[src/rtl/ip_pkg.sv]
// Shared constants and FSM state type for the IPv4 transmit header generator.
package ip_pkg;

   localparam logic [3:0]  IP_VERSION     = 4'd4;
   localparam logic [3:0]  IP_IHL         = 4'd5;
   localparam int          IP_HDR_BYTES   = 20;
   localparam logic [2:0]  IP_FLAGS_DF    = 3'b010;
   localparam logic [15:0] IP_MAX_PAYLOAD = 16'd65515;

   typedef enum logic [1:0] {
      IDLE,
      SUM,
      FOLD,
      SEND
   } ip_state_t;

endpackage

[src/rtl/ip_csum_accum.sv]
// 20-bit one's-complement accumulator with end-around-carry fold to a registered checksum.
module ip_csum_accum (
   input  logic        clk,
   input  logic        rst,
   input  logic        clear,
   input  logic        add,
   input  logic        fold,
   input  logic [15:0] word,
   output logic [15:0] cksum
);

   logic [19:0] acc_reg;
   logic [15:0] cksum_reg;
   logic [16:0] s1;
   logic [15:0] s2;

   // s1[16] set implies s1[15:0] is tiny, so the second fold cannot carry again.
   always_comb begin
      s1 = {1'b0, acc_reg[15:0]} + {13'd0, acc_reg[19:16]};
      s2 = s1[15:0] + {15'd0, s1[16]};
   end

   always_ff @(posedge clk) begin
      if (rst) begin
         acc_reg   <= '0;
         cksum_reg <= '0;
      end else begin
         if (clear) begin
            acc_reg <= '0;
         end else if (add) begin
            acc_reg <= acc_reg + {4'd0, word};
         end
         if (fold) begin
            cksum_reg <= ~s2;
         end
      end
   end

   assign cksum = cksum_reg;

endmodule

[src/rtl/ip_tx_header.sv]
// IPv4 header generator: sums header words, folds the checksum, then streams 20 bytes.
// Define IP_TX_ID_AUTO_EN to source the identification field from an internal counter.
module ip_tx_header
   import ip_pkg::*;
#(
   parameter logic [7:0] DEF_TTL = 8'd64,
   parameter logic [7:0] DEF_TOS = 8'd0
) (
   input  logic        clk,
   input  logic        rst,
   input  logic        start,
   input  logic [15:0] payload_len,
   input  logic [7:0]  protocol,
   input  logic [31:0] source_ip,
   input  logic [31:0] dest_ip,
   input  logic [15:0] identification,
   output logic        busy,
   output logic [7:0]  out_data,
   output logic        out_valid,
   input  logic        out_ready,
   output logic        out_last,
   output logic        done,
   output logic        err
);

   ip_state_t   state_reg, state_next;
   logic [3:0]  idx_reg, idx_next;
   logic [4:0]  cnt_reg, cnt_next;
   logic [15:0] total_len_reg, id_reg;
   logic [7:0]  protocol_reg;
   logic [31:0] src_reg, dst_reg;
   logic        done_reg, err_reg;
   logic [16:0] total_len_full;
   logic        len_over, accept, acc_clear, acc_add, acc_fold, last_xfer;
   logic [15:0] sum_word, cksum, id_src;
   logic [7:0]  addr_bytes [0:7];
   logic [7:0]  hdr_bytes  [0:IP_HDR_BYTES-1];

   assign total_len_full = {1'b0, payload_len} + 17'(IP_HDR_BYTES);
   assign len_over       = total_len_full[16];

`ifdef IP_TX_ID_AUTO_EN
   logic [15:0] id_cnt_reg;
   logic        unused_id;

   // Advance on the final byte transfer so a start in the done cycle sees the new ID.
   always_ff @(posedge clk) begin
      if (rst) begin
         id_cnt_reg <= '0;
      end else if (last_xfer) begin
         id_cnt_reg <= id_cnt_reg + 16'd1;
      end
   end

   assign id_src    = id_cnt_reg;
   assign unused_id = ^identification;
`else
   assign id_src = identification;
`endif

   always_comb begin
      state_next = state_reg;
      idx_next   = idx_reg;
      cnt_next   = cnt_reg;
      accept     = 1'b0;
      acc_clear  = 1'b0;
      acc_add    = 1'b0;
      acc_fold   = 1'b0;
      last_xfer  = 1'b0;
      case (state_reg)
         IDLE: begin
            if (start && !len_over) begin
               accept     = 1'b1;
               acc_clear  = 1'b1;
               idx_next   = '0;
               state_next = SUM;
            end
         end
         SUM: begin
            acc_add = 1'b1;
            if (idx_reg == 4'd9) begin
               state_next = FOLD;
            end else begin
               idx_next = idx_reg + 4'd1;
            end
         end
         FOLD: begin
            acc_fold   = 1'b1;
            cnt_next   = '0;
            state_next = SEND;
         end
         SEND: begin
            if (out_ready) begin
               if (cnt_reg == 5'(IP_HDR_BYTES - 1)) begin
                  last_xfer  = 1'b1;
                  state_next = IDLE;
               end else begin
                  cnt_next = cnt_reg + 5'd1;
               end
            end
         end
         default: state_next = IDLE;
      endcase
   end

   always_ff @(posedge clk) begin
      if (rst) begin
         state_reg     <= IDLE;
         idx_reg       <= '0;
         cnt_reg       <= '0;
         done_reg      <= 1'b0;
         err_reg       <= 1'b0;
         total_len_reg <= '0;
         id_reg        <= '0;
         protocol_reg  <= '0;
         src_reg       <= '0;
         dst_reg       <= '0;
      end else begin
         state_reg <= state_next;
         idx_reg   <= idx_next;
         cnt_reg   <= cnt_next;
         done_reg  <= last_xfer;
         err_reg   <= (state_reg == IDLE) && start && len_over;
         if (accept) begin
            total_len_reg <= total_len_full[15:0];
            id_reg        <= id_src;
            protocol_reg  <= protocol;
            src_reg       <= source_ip;
            dst_reg       <= dest_ip;
         end
      end
   end

   always_comb begin
      case (idx_reg)
         4'd0:    sum_word = {IP_VERSION, IP_IHL, DEF_TOS};
         4'd1:    sum_word = total_len_reg;
         4'd2:    sum_word = id_reg;
         4'd3:    sum_word = {IP_FLAGS_DF, 13'd0};
         4'd4:    sum_word = {DEF_TTL, protocol_reg};
         4'd5:    sum_word = src_reg[31:16];
         4'd6:    sum_word = src_reg[15:0];
         4'd7:    sum_word = dst_reg[31:16];
         4'd8:    sum_word = dst_reg[15:0];
         default: sum_word = 16'h0000;
      endcase
   end

   ip_csum_accum u_csum (
      .clk   (clk),
      .rst   (rst),
      .clear (acc_clear),
      .add   (acc_add),
      .fold  (acc_fold),
      .word  (sum_word),
      .cksum (cksum)
   );

   genvar gi;
   generate
      for (gi = 0; gi < 4; gi++) begin : g_addr
         assign addr_bytes[gi]     = src_reg[31-8*gi -: 8];
         assign addr_bytes[gi + 4] = dst_reg[31-8*gi -: 8];
      end
   endgenerate

   always_comb begin
      hdr_bytes[0]  = {IP_VERSION, IP_IHL};
      hdr_bytes[1]  = DEF_TOS;
      hdr_bytes[2]  = total_len_reg[15:8];
      hdr_bytes[3]  = total_len_reg[7:0];
      hdr_bytes[4]  = id_reg[15:8];
      hdr_bytes[5]  = id_reg[7:0];
      hdr_bytes[6]  = {IP_FLAGS_DF, 5'd0};
      hdr_bytes[7]  = 8'h00;
      hdr_bytes[8]  = DEF_TTL;
      hdr_bytes[9]  = protocol_reg;
      hdr_bytes[10] = cksum[15:8];
      hdr_bytes[11] = cksum[7:0];
      for (int i = 0; i < 8; i++) begin
         hdr_bytes[12 + i] = addr_bytes[i];
      end
   end

   assign busy      = (state_reg != IDLE);
   assign out_valid = (state_reg == SEND);
   assign out_last  = out_valid && (cnt_reg == 5'(IP_HDR_BYTES - 1));
   assign out_data  = out_valid ? hdr_bytes[cnt_reg] : 8'h00;
   assign done      = done_reg;
   assign err       = err_reg;

endmodule

[config.mk]
export PLATFORM = sky130hd
export DESIGN_NAME = ip_tx_header
export DESIGN_NICKNAME = d
export VERILOG_FILES = /design/src/rtl/ip_pkg.sv /design/src/rtl/ip_csum_accum.sv /design/src/rtl/ip_tx_header.sv
export SDC_FILE = /design/constraint.sdc
export NUM_CORES = 1
export LEC_CHECK = 0
export ABC_CLOCK_PERIOD_IN_PS = 4700
export BUFFER_PORTS_ARGS = -buffer_cell sky130_fd_sc_hd__buf_2
export CORE_MARGIN = 2
export CORE_UTILIZATION = 29
export CTS_BUF_LIST = sky130_fd_sc_hd__clkbuf_2 sky130_fd_sc_hd__clkbuf_4 sky130_fd_sc_hd__clkbuf_8
export CTS_CLUSTER_SIZE = 16
export DETAILED_ROUTE_END_ITERATION = 7
export PLACE_DENSITY = 0.5
export SYNTH_ARGS = -nofsm -noshare
export SYNTH_HDL_FRONTEND = slang
export SYNTH_SLANG_ARGS = --single-unit
[constraint.sdc]
create_clock -name clk -period 4.7 [get_ports clk]
set_input_delay 1.41 -clock clk [delete_from_list [all_inputs] [get_ports clk]]
set_output_delay 1.41 -clock clk [all_outputs]
set_load 0.02 [all_outputs]
## Yosys cells after proc, flatten, opt, wreduce, memory -nomap -nowiden

Cells that the tools add are included.
Widths: inputs -> output; s select.

- $add $sub $neg: 6
- $mul: 0
- Div/mod/pow operators: 0
- Order comparisons: 1
- Equal/unequal tests: 19
- Shift operators: 0
- Mux-type cells: 21
- Bitwise operators: 4
- Reductions and logical operators: 15

Operators by type and width:

| cell | number |
|---|---|
| $pmux 16 s9 | 1 |
| $bmux 8 s5 | 1 |
| $mux 8 | 3 |
| $add 20x16->20 | 1 |
| $add 16x4->17 | 1 |
| $add 16x5->17 const B | 1 |
| $add 16x1->16 | 1 |
| $eq 4x3->1 const B | 4 |
| $not 16->16 | 1 |
| $mux 5 | 2 |
| $pmux 5 s2 | 1 |
| $eq 4x2->1 const B | 2 |
| $eq 4x4->1 const B | 2 |
| $mux 2 | 4 |
| $mux 4 | 2 |
| $ne 2x2->1 const B | 4 |
| $pmux 2 s4 | 1 |
| $pmux 4 s2 | 1 |
| $ge 6x6->1 const B | 1 |
| $not 5->6 | 1 |
| $reduce_and 3->1 | 2 |
| $reduce_bool 2->1 | 3 |
| $add 5x1->5 const B | 1 |
| $eq 5x5->1 const B | 1 |
| other kinds (14) | 24 |

- Register bits after elaboration: 153
- Latch bits: 0
- Bits in writable memories: 0
- Bits in read-only memories: 0
- Memories: 0

## Logic depth before layout (Yosys ltp)

- Word-level depth: 6
- Gate-level depth with buffers: 16
- Depth with buffers taken out: 15

## Cells and area by module

A second synthesis with hierarchy kept.

- Cells, all modules: 1145
- Area total of the unflattened synthesis: 9312.7 sq um

By module, submodules not included:

| module | instances | cells each | area each (sq um) |
|---|---|---|---|
| ip_tx_header | 1 | 796 | 6428.7 |
| ip_csum_accum | 1 | 349 | 2884.0 |

## Least setup slack after synthesis

Ideal clock, no wire load.

- Kind: register to register
- From: reg idx_reg[0]
- To: reg u_csum.acc_reg[18]
- Setup time: 0.132 ns
- Arrival time: 3.446 ns
- Data required time: 4.568 ns
- Setup slack: 1.122 ns
- Stages on the path, launching flop included: 16
- Buffers on the path: 0
- Period minus slack after synthesis: 3.578 ns
- Cell sequence: dfxtp_1 -> inv_1 -> ha_1 -> nor2b_1 -> and2_0 -> a222oi_1 -> nand3_1 -> ha_1 -> fa_1 -> a21oi_1 -> o21ai_1 -> a21oi_1 -> o21ai_1 -> a2111oi_0 -> or3_1 -> a21oi_1

- Word-level cells in the longest chain between the ends: 3
- Elaborated cells between the ends (all ways): 11
- Classes of those cells: add/sub (1); eq/ne (8); mux (1); reduce/logical (1)

Ends and longest elaborated chain:

| item | RTL line | source |
|---|---|---|
| from (decl) | ip_tx_header.sv:27 | `logic [3:0] idx_reg, idx_next;` |
| from (signal assigned) | ip_tx_header.sv:120 | `idx_reg <= idx_next;` |
| $eq 4x4->1 (tied with other cells) | ip_tx_header.sv:135 | `case (idx_reg)` |
| $pmux 16 s9 * | ip_tx_header.sv:135 |  |
| $add 20x16->20 * | ip_csum_accum.sv:31 | `acc_reg <= acc_reg + {4'd0, word};` |
| to (signal assigned) | ip_csum_accum.sv:31 |  |
| to (decl) | ip_csum_accum.sv:12 | `logic [19:0] acc_reg;` |

Every way passes the cells marked *; elsewhere a longest branch is shown, timed or not.
A chain may end at the register's enable or synchronous reset.

## Worst setup path after layout

- From: reg idx_reg[0]
- To: reg u_csum.acc_reg[16]

Same word-level chain as after synthesis.

==> metrics.cfg <==
[run_status]
status = finished, final reports clean

[placement]
hpwlAfterDp_mm = 23.7
pre_cts_ws_ns = 0.522
port_buffers = 120
place_congestion = 0.914

[floorplanning]
num_rows = 64
pin_count = 121
coreArea_sq_um = 30400
fp.dieW_um = 179
die_area_sq_um = 32200
start_util_pct = 29.3
die_y_um = 179

[worst_setup_path]
slowest_stage = a2111oi_0
crit_type = reg -> reg
crit_chain = inv_1 -> ha_1 -> nor2b_1 -> and2_0 -> buf_4 -> a222oi_1 -> nand3_1 -> ha_1 -> fa_1 -> a21oi_1 -> o21ai_1 -> a21oi_1 -> o21ai_1 -> a2111oi_0 -> or3_1 -> a21oi_1
path_max_fanout = 14
end_kind = flip-flop
arrival_ns = 4.61
start_kind = flip-flop
crit_top_cell = a21oi_1
worstPathRequired_ns = 5.03
critPathMaxStageDelay_ns = 0.71

[yosys]
ys_seq_elements = 153
async_flop_share_pct = 0
syn_area_sq_um = 8920
syn_inst = 1117
synth_edf_count = 0
ys_types = 73
yosys_most_used_dff = dfxtp_1
syn_nets = 1260
synth_area_per_cell_sq_um = 7.99
ys_warn_count = 0
synth_seq_area_share_pct = 34.3

[power]
irDropWorstVdd_mv = 0.176
seqPwrFrac_pct = 44.3
p_sw_share_pct = 40.5
p_leak_nw = 3.85
p_int_mw = 2.55
pwr-share-clk_pct = 23.6
p_per_area_nw_per_um2 = 419
combPwrFrac_pct = 32.1
switchingPower_mw = 1.73

[finish]
nNetsFinal = 1334
seqCellArea_sq_um = 3060
antenna_cells = 0
final_common_cell = nand2_1
synthToLayoutAreaGrowth_pct = 14.5
multi_input_area_sq_um = 5480
fillerInstances = 3279
layout_common_cells = 241 x nand2_1, 152 x dfxtp_1, 127 x a21oi_1
final_core_util_pct = 33.6
post_route_cells_drive_above_1_share_pct = 18.2

[clock_network]
insertion_delay_ns = 0.45
cts_resized = 0
postCtsSetupBuffers = 0
cts_tree = done
cts_buffers = 17
root_buffer = clkbuf_8
cts_sinks = 153
clk_pin_slew_ns = 0.10
hold_buffers = 0
max-clock-path-buffers = 2
h-tree-depth = 4

[drt]
dr_total_vias = 8473
drt_iter0_markers = 572
routedWlPerCell_um = 19.3
via_per_inst = 5.30
dr.pass1.iters = 6
antenna_left = 0
wl_mm = 30.9
drc_errors = 0

[global_routing]
antenna_found_initial = 0
overflow = 0
grt_use_total_pct = 18.8
grt_pass1_wl_mm = 47.6
grt_pass1_vias = 8180
grt_max_degree = 85

[sta]
drv_slew = 0
fmax_ghz = 0.234
worst_slack_ns = 0.424
skew_ns = 0.0180
setup_tns_ns = 0
setup_viol = 0
finalCritPeriodShare_pct = 91.0
period_needed_ns = 4.28
maxSlewHeadroom_pct = 27.6
worst_pin_slew_ns = 1.08
hold_viol = 0
rsz0062_at_grt = false

[job]
cap_viol_max_count = 0

[min_path]
min_path_type = reg -> reg

-- path summary, 6_finish.rpt --
check                       end  slack (ns)  depth (start not counted)        start
max reg2reg  u_csum.acc_reg[16]        0.42                         16   idx_reg[0]
max          u_csum.acc_reg[16]        0.42                         16   idx_reg[0]
min                 dst_reg[15]        0.48                          2  dst_reg[15]
min reg2reg         dst_reg[15]        0.48                          2  dst_reg[15]
-- cells in the mapped netlist (2+ instances only) --
cell	count	area share [%]
nand2_1	241	10
dfxtp_1	153	34
a21oi_1	127	7.1
nor2_1	75	3.2
clkbuf_1	54	2.3
a22oi_1	46	3.9
o21ai_0	40	2.2
ha_1	33	4.6
nand3_1	31	1.7
xor2_1	25	2.5
a211oi_1	23	1.9
mux2i_1	19	2.1
xnor2_1	18	1.8
mux2_2	17	2.1
inv_1	16	0.67
mux4_2	16	4.0
buf_1	15	0.63
nor3_1	14	0.79
and2_1	12	0.84
a222oi_1	11	1.2
nand4_1	11	0.77
a21o_1	9	0.76
nor2b_1	8	0.56
or3_1	7	0.49
buf_2	6	0.34
nand3b_1	6	0.50
nor3b_1	6	0.50
o21bai_1	6	0.50
a311oi_1	5	0.49
a31oi_1	4	0.28
and3_1	4	0.28
o21ai_1	4	0.22
buf_4	3	0.25
buf_6	3	0.38
o2111ai_1	3	0.29
o211ai_1	3	0.25
o21a_1	3	0.25
a31o_2	2	0.20
and2_0	2	0.14
and4_1	2	0.20
fa_1	2	0.45
-- layout make-up --
cell class / instances / area share, %
Timing Repair Buffer: 136 / 7.20
Clock buffer: 20 / 2.63
Multi-Input combinational cell: 867 / 53.6
Tap cell: 396 / 4.85
Inverter: 16 / 0.588
Clock inverter: 11 / 1.11
Sequential cell: 153 / 30.0
-- metal layers --
metal,GRT usage [%],part of all wire [%],vias up
met5,0,0,-
met4,6.44,2.9,0
met3,3.20,4.7,46
met2,31.2,47,235
met1,24.6,45,4059
li1,-,-,4133
-- cell families after synthesis --
kind of cell / count (synthesis) / synth area share (%)
AND/OR/NAND/NOR: 432 / 21.6
flip-flops: 153 / 34.3
buffers and inverters: 97 / 4.54
AO/OA/AOI/OAI: 304 / 21.8
XOR/XNOR: 43 / 4.22
adder cells (fa/ha/maj): 36 / 5.19
multiplexers: 52 / 8.32
-- critical path: cells and delay by family, from the launching register on --
| family | cells | cell delay, ns |
|---|---|---|
| AO/OA/AOI/OAI | 7 | 1.89 |
| flip-flops | 1 | 0.42 |
| adder cells (fa/ha/maj) | 3 | 0.87 |
| AND/OR/NAND/NOR | 4 | 0.70 |
| buffers and inverters | 2 | 0.27 |
-- power groups by stage --
stage | clock network, mW | logic (mW) | registers [mW]
final | 1.01 | 1.37 | 1.90
after global routing | 1.09 | 1.54 | 1.91
after CTS | 1.03 | 1.39 | 1.89
after detailed placement | 0 | 1.38 | 1.92
after global placement | 0 | 1.36 | 1.92
after floorplan | 0 | 1.06 | 1.71
-- through the flow --
stage	std cells	power, mW	hold WS (ns)	cell area [sq um]
6_report	1599	4.28	0.484	10200
5_1_grt	1599	4.54	0.495	10200
4_1_cts	1599	4.31	0.483	10200
3_5_place_dp	1568	3.30	0.465	9840
3_3_place_gp	1568	3.28	0.469	9840
2_1_floorplan	1117	2.78	0.437	8920
No activity file was read; power rests on OpenSTA's default activity.
